`src/rtl/exception_sequencer.sv`:
```
// exception_sequencer
//   Sequences exception entry for a multi-cycle CPU. When the current
//   instruction completes (instr_done=1) and an eligible event is present,
//   the block latches a cause. It then spends one SAVE cycle writing the
//   return address into the error-target register, and one VECTOR cycle
//   forcing the PC to the handler. After that it returns to IDLE.
//
// Ports
//   clk, reset        : rising-edge clock, asynchronous active-low reset
//   irq               : interrupt request (level or pulse), made sticky here
//   undef_inst        : undefined instruction, sampled with instr_done
//   overflow          : ALU signed overflow, sampled with instr_done
//   instr_done        : last cycle of the current instruction
//   kernel_mode       : 1 while executing kernel code (masks irq)
//   er_write, er_i    : error-target register write strobe and index
//   epc_write         : EPC write strobe
//   pc_exc            : forces the PC mux to handler_addr
//   handler_addr      : handler vector, held outside VECTOR
//   cpu_hold          : stalls the CPU control FSM during SAVE/VECTOR
//   cause             : 0 none, 1 irq, 2 undef, 3 overflow
//   exc_count         : saturating count of exceptions taken
//   state_dbg         : current FSM state (0 IDLE, 1 SAVE, 2 VECTOR)
module exception_sequencer #(
  parameter logic [4:0]  ER_REG  = 5'd26,
  parameter logic [31:0] IRQ_VEC = 32'h8000_0004,
  parameter logic [31:0] EXC_VEC = 32'h8000_0008
) (
  input  logic        clk,
  input  logic        reset,
  input  logic        irq,
  input  logic        undef_inst,
  input  logic        overflow,
  input  logic        instr_done,
  input  logic        kernel_mode,
  output logic        er_write,
  output logic [4:0]  er_i,
  output logic        epc_write,
  output logic        pc_exc,
  output logic [31:0] handler_addr,
  output logic        cpu_hold,
  output logic [1:0]  cause,
  output logic [7:0]  exc_count,
  output logic [1:0]  state_dbg
);

  typedef enum logic [1:0] {
    S_IDLE   = 2'd0,
    S_SAVE   = 2'd1,
    S_VECTOR = 2'd2
  } state_t;

  state_t      state_q, state_d;
  logic        irq_pending_q, irq_pending_d;
  logic [1:0]  cause_q, cause_d;
  logic [7:0]  exc_count_q, exc_count_d;
  logic [31:0] handler_addr_q, handler_addr_d;
  logic        er_write_q, er_write_d;
  logic        epc_write_q, epc_write_d;
  logic        pc_exc_q, pc_exc_d;
  logic        cpu_hold_q, cpu_hold_d;
  logic [4:0]  er_i_q, er_i_d;

  logic        take;
  logic [1:0]  new_cause;
  logic        irq_seen;

  always_comb begin
    state_d   = state_q;
    cause_d   = cause_q;
    take      = 1'b0;
    new_cause = 2'd0;
    // An irq arriving in the same cycle as instr_done is eligible at once.
    irq_seen  = irq_pending_q | irq;

    case (state_q)
      S_IDLE: begin
        if (instr_done) begin
          if (undef_inst) begin
            take      = 1'b1;
            new_cause = 2'd2;
          end else if (overflow) begin
            take      = 1'b1;
            new_cause = 2'd3;
          end else if (irq_seen && !kernel_mode) begin
            take      = 1'b1;
            new_cause = 2'd1;
          end
        end
        if (take) begin
          state_d = S_SAVE;
          cause_d = new_cause;
        end
      end
      S_SAVE:   state_d = S_VECTOR;
      S_VECTOR: state_d = S_IDLE;
      default:  state_d = S_IDLE;
    endcase

    // Set has priority over the clear caused by taking the interrupt.
    irq_pending_d = irq | (irq_pending_q & ~(take && (new_cause == 2'd1)));

    exc_count_d = exc_count_q;
    if (take && (exc_count_q != 8'hFF)) exc_count_d = exc_count_q + 8'd1;

    // Outputs are registered, so they are decoded from the next state.
    er_write_d     = (state_d == S_SAVE);
    epc_write_d    = (state_d == S_SAVE);
    er_i_d         = (state_d == S_SAVE) ? ER_REG : 5'd0;
    pc_exc_d       = (state_d == S_VECTOR);
    cpu_hold_d     = (state_d == S_SAVE) || (state_d == S_VECTOR);
    handler_addr_d = handler_addr_q;
    if (state_d == S_VECTOR)
      handler_addr_d = (cause_d == 2'd1) ? IRQ_VEC : EXC_VEC;
  end

  always_ff @(posedge clk or negedge reset) begin
    if (!reset) begin
      state_q        <= S_IDLE;
      irq_pending_q  <= 1'b0;
      cause_q        <= 2'd0;
      exc_count_q    <= 8'd0;
      handler_addr_q <= 32'd0;
      er_write_q     <= 1'b0;
      epc_write_q    <= 1'b0;
      pc_exc_q       <= 1'b0;
      cpu_hold_q     <= 1'b0;
      er_i_q         <= 5'd0;
    end else begin
      state_q        <= state_d;
      irq_pending_q  <= irq_pending_d;
      cause_q        <= cause_d;
      exc_count_q    <= exc_count_d;
      handler_addr_q <= handler_addr_d;
      er_write_q     <= er_write_d;
      epc_write_q    <= epc_write_d;
      pc_exc_q       <= pc_exc_d;
      cpu_hold_q     <= cpu_hold_d;
      er_i_q         <= er_i_d;
    end
  end

  assign er_write     = er_write_q;
  assign epc_write    = epc_write_q;
  assign er_i         = er_i_q;
  assign pc_exc       = pc_exc_q;
  assign cpu_hold     = cpu_hold_q;
  assign handler_addr = handler_addr_q;
  assign cause        = cause_q;
  assign exc_count    = exc_count_q;
  assign state_dbg    = state_q;

endmodule

```
`config.mk`:
```
export PLATFORM = sky130hd
export DESIGN_NAME = exception_sequencer
export DESIGN_NICKNAME = d
export VERILOG_FILES = /design/src/rtl/exception_sequencer.sv
export SDC_FILE = /design/constraint.sdc
export NUM_CORES = 1
export LEC_CHECK = 0
export ABC_AREA = 1
export CAP_MARGIN = 20
export CORE_UTILIZATION = 40
export CTS_BUF_LIST = sky130_fd_sc_hd__clkbuf_8 sky130_fd_sc_hd__clkbuf_16
export DETAILED_ROUTE_END_ITERATION = 10
export GPL_ROUTABILITY_DRIVEN = 0
export PLACE_DENSITY = 0.83
export SLEW_MARGIN = 20
export SYNTH_ARGS = -nofsm -noshare
export SYNTH_HDL_FRONTEND = slang
export SYNTH_SLANG_ARGS = --single-unit
```
`constraint.sdc`:
```
create_clock -name clk -period 1.5 [get_ports clk]
set_input_delay 0.375 -clock clk [delete_from_list [all_inputs] [get_ports clk]]
set_output_delay 0.375 -clock clk [all_outputs]
set_load 0.01 [all_outputs]
```
### Word level (Yosys, flattened, before mapping)

Index checks and enable logic that the tools add are counted.
Widths: inputs -> output; s select.

| operators by class | value |
|---|---|
| $add $sub $neg | 1 |
| multipliers | 0 |
| divide/modulo/power cells | 0 |
| order comparisons | 0 |
| equality and inequality tests | 6 |
| shift-type cells | 0 |
| muxes and demuxes | 17 |
| bitwise gates (word level) | 4 |
| reductions and logical operators | 6 |

Operators with widths:

| operator | number |
|---|---|
| $mux 2 | 7 |
| $add 8x1->8 const B | 1 |
| $eq 2x1->1 const B | 4 |
| $ne 8x8->1 const B | 1 |
| $mux 1 | 7 |
| $mux 5 | 1 |
| $mux 4 | 1 |
| $pmux 2 s2 | 1 |
| $logic_and 1x1->1 | 3 |
| $eq 2x2->1 const B | 1 |
| $logic_not 2->1 | 1 |
| $or 1x1->1 | 2 |
| $and 1x1->1 | 1 |
| $logic_not 1->1 | 1 |
| $logic_or 1x1->1 | 1 |
| $not 1->1 | 1 |

| word-level totals | value |
|---|---|
| bits in registers | 53 |
| latch bits | 0 |
| bits in writable memories | 0 |
| bits in read-only memories | 0 |
| bits of input ports | 7 |
| output and inout port bits | 53 |
| logic and storage cells | 43 |
| memories kept | 0 |

### Longest topological paths before layout

Gate-level depths: netlist (run 1).

| logic depth | value |
|---|---|
| word-level depth | 12 |
| depth in mapped cells | 9 |
| depth with buffers taken out | 9 |

### Worst setup path before layout (run 1)

OpenSTA, ideal clock, no wires.

| timing path | value |
|---|---|
| path kind | reg-to-reg |
| start point | reg exc_count_q[0], in the netlist exc_count[0] |
| end point | reg exc_count_q[5], in the netlist exc_count[5] |
| setup time | 0.115 ns |
| arrival time | 1.232 ns |
| required time | 1.385 ns |
| slack | 0.153 ns |
| stages on the path, launching flop included | 9 |
| buffers on the path | 0 |
| period minus slack after synthesis | 1.347 ns |
| path through | dfrtp_1 -> ha_1 -> nand3_2 -> nor2_4 -> nand3_4 -> nand2_8 -> inv_8 -> nand2_4 -> nand2_2 |

| on the way | value |
|---|---|
| word-level cells in the longest chain between the ends | 2 |
| elaborated cells between the ends (all ways) | 3 |
| classes of those cells | add/sub: 1; eq/ne: 1; reduce/logical: 1 |

Ends and longest elaborated chain:

| element | line | source |
|---|---|---|
| start, declared | 55 | `logic [7:0] exc_count_q, exc_count_d;` |
| start signal, assigned | 132 | `exc_count_q <= exc_count_d;` |
| parallel branches: the longest is 2 deep, another holds $add 8x1->8 | n/a |  |

Several ways; the timed one is not identified.
A chain may end at the register's enable or synchronous reset.

### Final worst setup path (run 1)

| timing path | value |
|---|---|
| start point | reg exc_count_q[0], in the netlist exc_count[0] |
| end point | out exc_count[0] |

RTL lines:

| element | line | source |
|---|---|---|
| end, declared | 42 | `output logic [7:0] exc_count,` |

No word-level cell between the ends.

==> results.md, run 1 <==
* Cells after synthesis at between 100 and 150
* Core area at between 2000 and 3000 sq um
* Hold_buf cts at 0
* Die W at about 57 microns
* Highest Clock Rate at around 700 MHz
* DR iter-0 viols at 27
* Setup crit end kind: primary output
* Crit path arrival time at between 1 and 1.5 ns
* Total clock sinks at 18
* Worst hold path type: in2async
* Synth-to-layout area growth at 24.8%
* NumNets Final at between 150 and 200
* Final WS setup at ~0.074 ns
* Synth Area in Simple Gates at 0.309
* Synth warn at 0
* IO Pins at 60
* Total CTS buffers at 3
* Synth Area in Adders at 0.0103
* Synth cell types at 27
* Die Y at approximately 57 microns
* Max cap viols at 0
* Crit path time final at between 1 and 1.5 ns
* # rows at 19
* DPL Wire Length at ~1600 microns
* Cell Area, Synth at 1220 sq um
* Cell Pwr Density at between 1000 and 1500 nW/um^2
* Multiplexer share of the synthesized area at 0
* # setup viols final at 0
* WL per Instance at between 10 and 15 microns
* DRC at 8
* Antenna diodes at 0
* Initial antenna violation count at 0
* Drt total wl at around 2100 microns
* Global-route wire length before repair at 3450 microns
* Initial Util at 0.431
* Crit path max fanout at 2
* Peak VDD IR at about 0.83 mV
* Vias at between 800 and 900
* Layout cells sized above 1 at 0.268
* R2R cell count at 9
* Port bufs at 28
* Hold slack at around 0.45 ns
* GRT Resource Usage Total at 0.133
* Worst path required time at ~1.1 ns
* Static leakage at 0.818 nW
* Clk root buf: clkbuf_8
* Synth Register Bits at 18
* Clock buffer depth at 2
* DP Cell Count at approximately 200
* DR vias/cell at ~4.2
* Slew Limit Fails at 0
* Number of routed nets with antenna violations at 0
* Crit start category: flip-flop
* 1st-pass router iterations at 8
* Failing checks: DRC
* Worst R2R Setup Slack at around 0.080 ns
* Synth Area in XOR/XNOR at 0.0287
* Final Hold Viols at 0
* H-tree levels at 1
* Pre-CTS setup slack at -0.144 ns
* Syn_area_per_cell at between 8 and 9 sq um
* Vias in the first global route at between 800 and 900
* Largest family of logic cells by synthesized area: simple AND/OR/NAND/NOR gates
* Final clock skew at 0.00280 ns
* Maximum number of pins on one net before global-route repair at 19
* CTS tree: yes
* Compound-cell area share of the yosys netlist at 0.0185
* Reg clk slew, reported paths at ~0.070 ns
* Die area at ~3300 sq um
* Filler cells at 276
* Worst Setup Path Type: reg2out
* Worst-Skew Late Latency at roughly 0.25 ns
* Final period utilization at 0.951
* Grt ovf at 0
* Seq/Total Area, Yosys at 0.369
* Status: finished with violations
* Layout Cells excl Fill at 210
## cells by family after synthesis
kind of cell | count (synthesis)
adder cells (fa/ha/maj) | 1
AND/OR/NAND/NOR | 65
other | 1
AO/OA/AOI/OAI | 4
buffers and inverters | 47
flip-flops | 18
XOR/XNOR | 4
## path summary, 6_finish.rpt
| check | from | endpoint |
|---|---|---|
| min | reset | cpu_hold$_DFF_PN0_ |
| max | exc_count[0]$_DFFE_PN0P_ | exc_count[0] |
| min reg2reg | handler_addr[31]$_DFFE_PN0P_ | handler_addr[31]$_DFFE_PN0P_ |
| max in group asynchronous | reset | handler_addr[2]$_DFFE_PN0P_ |
| max reg2reg | exc_count[0]$_DFFE_PN0P_ | exc_count[7]$_DFFE_PN0P_ |
| min in group clk | handler_addr[31]$_DFFE_PN0P_ | handler_addr[31]$_DFFE_PN0P_ |
## layer usage
layer,vias up,track usage,share of wire
met5,-,0,0
met4,0,0.0105,0
met3,0,0.0272,0.054
met2,34,0.239,0.49
met1,406,0.174,0.46
li1,442,-,-
## sequential cells by signal, indices dropped and copies added (netlist names)
| name | count |
|---|---|
| cause | 2 |
| state_dbg | 1 |
| handler_addr | 3 |
| irq_pending_q | 1 |
| cpu_hold | 1 |
| pc_exc | 1 |
| exc_count | 8 |
| er_i | 1 |
## Yosys cell counts
cell type	number	area (sq um)
nand3_4	1	17.5
nor2_1	5	18.8
dfrtp_1	18	450
nor2_2	2	12.5
nand3b_1	1	7.51
nor2_4	2	22.5
nand2_1	26	97.6
clkinv_1	1	3.75
or2_2	1	6.26
nand3_1	4	20.0
nand4_1	2	12.5
nand2_8	1	20.0
nand3_2	2	20.0
inv_2	3	11.3
ha_1	1	12.5
buf_4	36	270
nand2_2	15	93.8
inv_8	1	11.3
o21bai_1	1	7.51
nor3_1	1	5.00
a21oi_1	2	10.0
nand2_4	2	22.5
o21ai_1	1	5.00
xor2_1	2	17.5
inv_1	6	22.5
conb_1	1	3.75
xnor2_1	2	17.5
## layout by cell type, fill, tap and decap left out, types with 3 or more instances in the layout
cell and count:
conb_1 31, nand2_1 26, dlygate4sd2_1 22, dfrtp_1 18, nand2_2 15, buf_4 12
inv_1 6, clkdlybuf4s50_1 6, nor2_1 5, nand3_1 4, clkbuf_8 4, inv_2 3
nand2_4 3
## timing repair
item	CTS	global route
setup buffers	1	1
pin swaps	0	3
setup endpoints to repair	22	7
resized for setup	22	2
cloned	0	1
## layout make-up
cell class | count | area, sq um | share of cell area
sequential | 18 | 450 | 0.296
timing repair buffer | 40 | 343 | 0.225
clock buffer | 4 | 55.1 | 0.0362
inverter | 11 | 48.8 | 0.0320
multi-input combinational | 106 | 587 | 0.385
tap | 31 | 38.8 | 0.0255
## through the flow
step | TNS (ns) | power (mW) | area, sq um | util
after floorplan | 0 | 1.34 | 1330 | -
after global placement | -1.18 | 1.71 | 1460 | 0.515
after detailed placement | -1.34 | 1.73 | 1460 | 0.515
after CTS | 0 | 2.03 | 1490 | 0.527
after global routing | -0.00569 | 2.21 | 1520 | 0.538
final | 0 | 2.08 | 1520 | 0.538
## report_power, final
| group | total, mW | internal (mW) | switching (mW) | leakage (nW) |
|---|---|---|---|---|
| Combinational | 0.970 | 0.432 | 0.538 | 0.569 |
| Clock | 0.399 | 0.233 | 0.167 | 0.0288 |
| Sequential | 0.713 | 0.618 | 0.0955 | 0.221 |
| Total | 2.08 | 1.28 | 0.800 | 0.818 |
## worst max-delay path, cell delays in order (launching register included)
cell,delay [ns]
dfrtp_1,0.39
buf_4,0.14
dlygate4sd2_1,0.28
Note: power is estimated with default switching activity, not from simulation.
==> run 2: changes to the inputs <==
- TNS_END_PERCENT: unset -> 10
==> results of run 2 <==
Same layout as run 1: the final DEF is identical, and so are final timing and power.
